## src/rtl/sdram_ex_pkg.sv

```systemverilog
// Shared types and constants for the SDRAM example read checker.
// The lane LFSR step lives here so the lane module and any model agree on it.
package sdram_ex_pkg;

  localparam int COUNT_W = 16;
  localparam int LANE_W  = 8;

  typedef enum logic [1:0] {
    IDLE  = 2'd0,
    CHECK = 2'd1,
    DONE  = 2'd2
  } state_t;

  // Galois form of x^8 + x^4 + x^3 + x^2 + 1
  localparam logic [LANE_W-1:0] LFSR_TAPS = 8'h1D;

  function automatic logic [LANE_W-1:0] lfsr8_step(input logic [LANE_W-1:0] s);
    return {s[LANE_W-2:0], 1'b0} ^ (s[LANE_W-1] ? LFSR_TAPS : {LANE_W{1'b0}});
  endfunction

endpackage

```

## src/rtl/sdramController_ex_lfsr8.sv

```systemverilog
// One 8-bit pattern lane: sits at its seed unless enabled, and steps once
// per cycle in which pause is low.
module sdramController_ex_lfsr8
  import sdram_ex_pkg::*;
#(
  parameter logic [LANE_W-1:0] SEED = 8'h20
) (
  input  logic              clk,
  input  logic              reset_n,
  input  logic              load,
  input  logic              enable,
  input  logic              pause,
  output logic [LANE_W-1:0] value
);

  always_ff @(posedge clk or negedge reset_n) begin
    if (!reset_n) begin
      value <= SEED;
    end else if (load || !enable) begin
      value <= SEED;
    end else if (!pause) begin
      value <= lfsr8_step(value);
    end
  end

endmodule

```

## config.mk

```make
export PLATFORM = sky130hd
export DESIGN_NAME = sdramController_ex_lfsr8
export DESIGN_NICKNAME = d
export VERILOG_FILES = /design/src/rtl/sdram_ex_pkg.sv /design/src/rtl/sdramController_ex_lfsr8.sv
export SDC_FILE = /design/constraint.sdc
export NUM_CORES = 1
export LEC_CHECK = 0
export CAP_MARGIN = 20
export CORE_AREA = 2 2 39 41
export CTS_BUF_LIST = sky130_fd_sc_hd__clkbuf_4 sky130_fd_sc_hd__clkbuf_8 sky130_fd_sc_hd__clkbuf_16
export DETAILED_ROUTE_END_ITERATION = 16
export DIE_AREA = 0 0 41 43
export PLACE_DENSITY = 0.54
export SKIP_LAST_GASP = 1
export SYNTH_ARGS = -nofsm -noshare
export SYNTH_HDL_FRONTEND = slang
export SYNTH_SLANG_ARGS = --single-unit
```

## constraint.sdc

```tcl
create_clock -name clk -period 1.1 [get_ports clk]
set_input_delay 0.11 -clock clk [delete_from_list [all_inputs] [get_ports clk]]
set_output_delay 0.11 -clock clk [all_outputs]
set_load 0.02 [all_outputs]
```

==> results.toml <==
[sta]
slew_headroom_pct = 75.1
tns_ps = 0
min_period_ps = 1060
post-route-period-util_pct = 96.4
final_max_slew_viol_count = 0
tightest_slew_ps = 372
timing.final.ws_setup_ps = 39.6
rsz0062_at_grt = "false"
skew_ps = 8.43
hold_ws_ps = 133
max_clock_freq_ghz = 0.943
hold_viol_final = 0
setup_viol = 0

[synthesis]
synth_area_sq_um = 365
yosys_warnings = 0
avgSynthCellArea_sq_um = 12.2
synth-seq-area-share_pct = 55.1
yosysTopAreaCell = "dfrtp_1"
syn_nets = 35
netlist_instances = 30
synth_top_cells_by_area = "dfrtp_1 (48%), mux2i_1 (14%), o211a_1 (8.2%)"
ys_ff_latch = 8
synth_top_area_share_pct = 47.9
synth.distinct_cells = 10

[run_status]
status = "completed"

[global_route]
track_usage_pct = 11.4
antenna_found_initial = 0
grt_max_degree = 12
grt_pass1_wl_um = 1350
grt_pass1_vias = 305
grt.overflow.total = 0

[drt]
drt_iter0_drc = 3
drt_wl_total_um = 774
postRouteAntennaNets = 0
post_drt_wl_per_cell_um = 11.4
vias_per_cell = 4.32
route.detailed.drc = 0
vias = 294
first_pass_iters = 4

[die]
coreArea_sq_um = 1380
die_w_um = 41
die_h_um = 43
rows = 14
io-pin-count = 13
die-area_sq_um = 1760
initial_core_util_pct = 26.4

[critical_path]
critPathMaxFanout = 2
setup.worst_path.start_class = "flip-flop"
crit_path_cell_trace = "dlygate4sd2_1"
cpMaxStageDelayCell = "dfrtp_1"
worst_setup_path_end_kind = "output pin"
worstSetupPathType = "reg2out"
cpPeakStageDelay_ps = 380
crit_required_ps = 990
arrival_ps = 950
critPathTopFamily = "flip-flops"
path_buf_inv = 1

[place]
place_ws_ps = -128
finalWeightedCongestion = 0.686
dpl-instance-area_sq_um = 563
port_buffers = 12
dp_hpwl_um = 608

[power]
clock_power_share_pct = 40.3
peakVddDrop_v = 0.000616
seqPwrFrac_pct = 46.0
pwr-share-comb_pct = 13.8
powerDensity_nw_per_um2 = 1150
switching_power_uw = 153
p_sw_share_pct = 22.9
power_leakage_uw = 0.000347
p_int_uw = 515

[clock_tree]
clkTransAtPathRegs_ps = 60
hold_buffers = 0
cts-root-buf = "clkbuf_4"
numClockSinks = 8
cts_tree = "yes"
cts_buffer_depth = 2
cts_made_buffers = 3
clock_latency_ps = 250
cts_max_level = 1

[job]
maxCapViolCount = 0

[cells_and_area]
diodes = 0
design_area_sq_um = 583
drive_gt1_share_pct = 25.0
synthToLayoutAreaGrowth_pct = 59.6
largest_register_ffs = 8
regMostFlops = "value"
reg_top3 = "value x8"
fin_nets = 58
fin_util_pct = 42.1

[worst_hold_path]
hold_class = "in2async"
through the flow:
stage          cells  power [uW]
2_1_floorplan     30         354
3_3_place_gp      64         408
3_5_place_dp      64         412
4_1_cts           68         688
5_1_grt           68         706
6_report          68         668
power by group through the flow:
stage                     Sequential, uW  Combinational [uW]  Clock (uW)
after global placement               312                96.0           0
final                                307                92.0         269
after global routing                 308                 102         296
after CTS                            307                93.8         287
after floorplan                      324                30.6           0
after detailed placement             313                98.7           0
worst reg2reg max path, cell delays in order, from the launching register on:
cell and delay [ps]:
dfrtp_1 370, buf_4 160, xor2_1 150, o211a_1 200
cell type report:
type / count / area, sq um
fill: 139 / 801
sequential: 8 / 201
timing repair buffer: 19 / 175
multi-input combinational: 21 / 156
clock buffer: 4 / 30.0
tap: 16 / 20.0
routing by layer:
metal / GRT usage (%) / routed length (um)
met4: 6.00 / 0
met2: 17.2 / 414
met5: 0 / 0
met3: 3.66 / 42
met1: 13.7 / 317
what timing repair did:
item,in CTS,in global routing
endpoints found under the setup margin,8,4
resized for setup,8,5
buffers inserted,0,0
endpoints found under the hold margin,0,0
cells in the mapped netlist:
| library cell | number |
|---|---|
| dfrtp_1 | 7 |
| mux2i_1 | 5 |
| nand2b_1 | 4 |
| nor2_1 | 4 |
| o211a_1 | 3 |
| xor2_1 | 3 |
| buf_4 | 1 |
| dfstp_2 | 1 |
| nand2_1 | 1 |
| nor2b_1 | 1 |
placed cells by master, fill, tap and decap left out:
cell type,synthesis,final
buf_12,0,1
buf_4,1,6
clkbuf_2,0,1
clkbuf_4,0,4
clkdlybuf4s15_1,0,3
clkdlybuf4s50_1,0,4
dfrtp_1,7,7
dfstp_2,1,1
dlygate4sd2_1,0,4
mux2i_1,5,5
nand2_1,1,1
nand2b_1,4,4
nor2_1,4,4
nor2b_1,1,1
o211a_1,3,3
xor2_1,3,3
final timing paths:
kind	startpoint	to	slack [ps]	cells past startpoint
min in group clk	enable	value[1]$_DFFE_PN0P_	520	3
setup / recovery	value[1]$_DFFE_PN0P_	value[1]	40	1
max in group asynchronous	reset_n	value[5]$_DFFE_PN1P_	650	1
hold reg to reg	value[0]$_DFFE_PN0P_	value[1]$_DFFE_PN0P_	550	2
hold / removal	reset_n	value[7]$_DFFE_PN0P_	130	1
setup reg to reg	value[7]$_DFFE_PN0P_	value[3]$_DFFE_PN0P_	110	3
kinds of logic after synthesis:
kind of cell	synth area share, %
AO/OA/AOI/OAI	8.22
XOR/XNOR	7.19
buffers and inverters	2.06
flip-flops	55.1
multiplexers	13.7
AND/OR/NAND/NOR	13.7
Note: power is estimated with default switching activity, not from simulation.
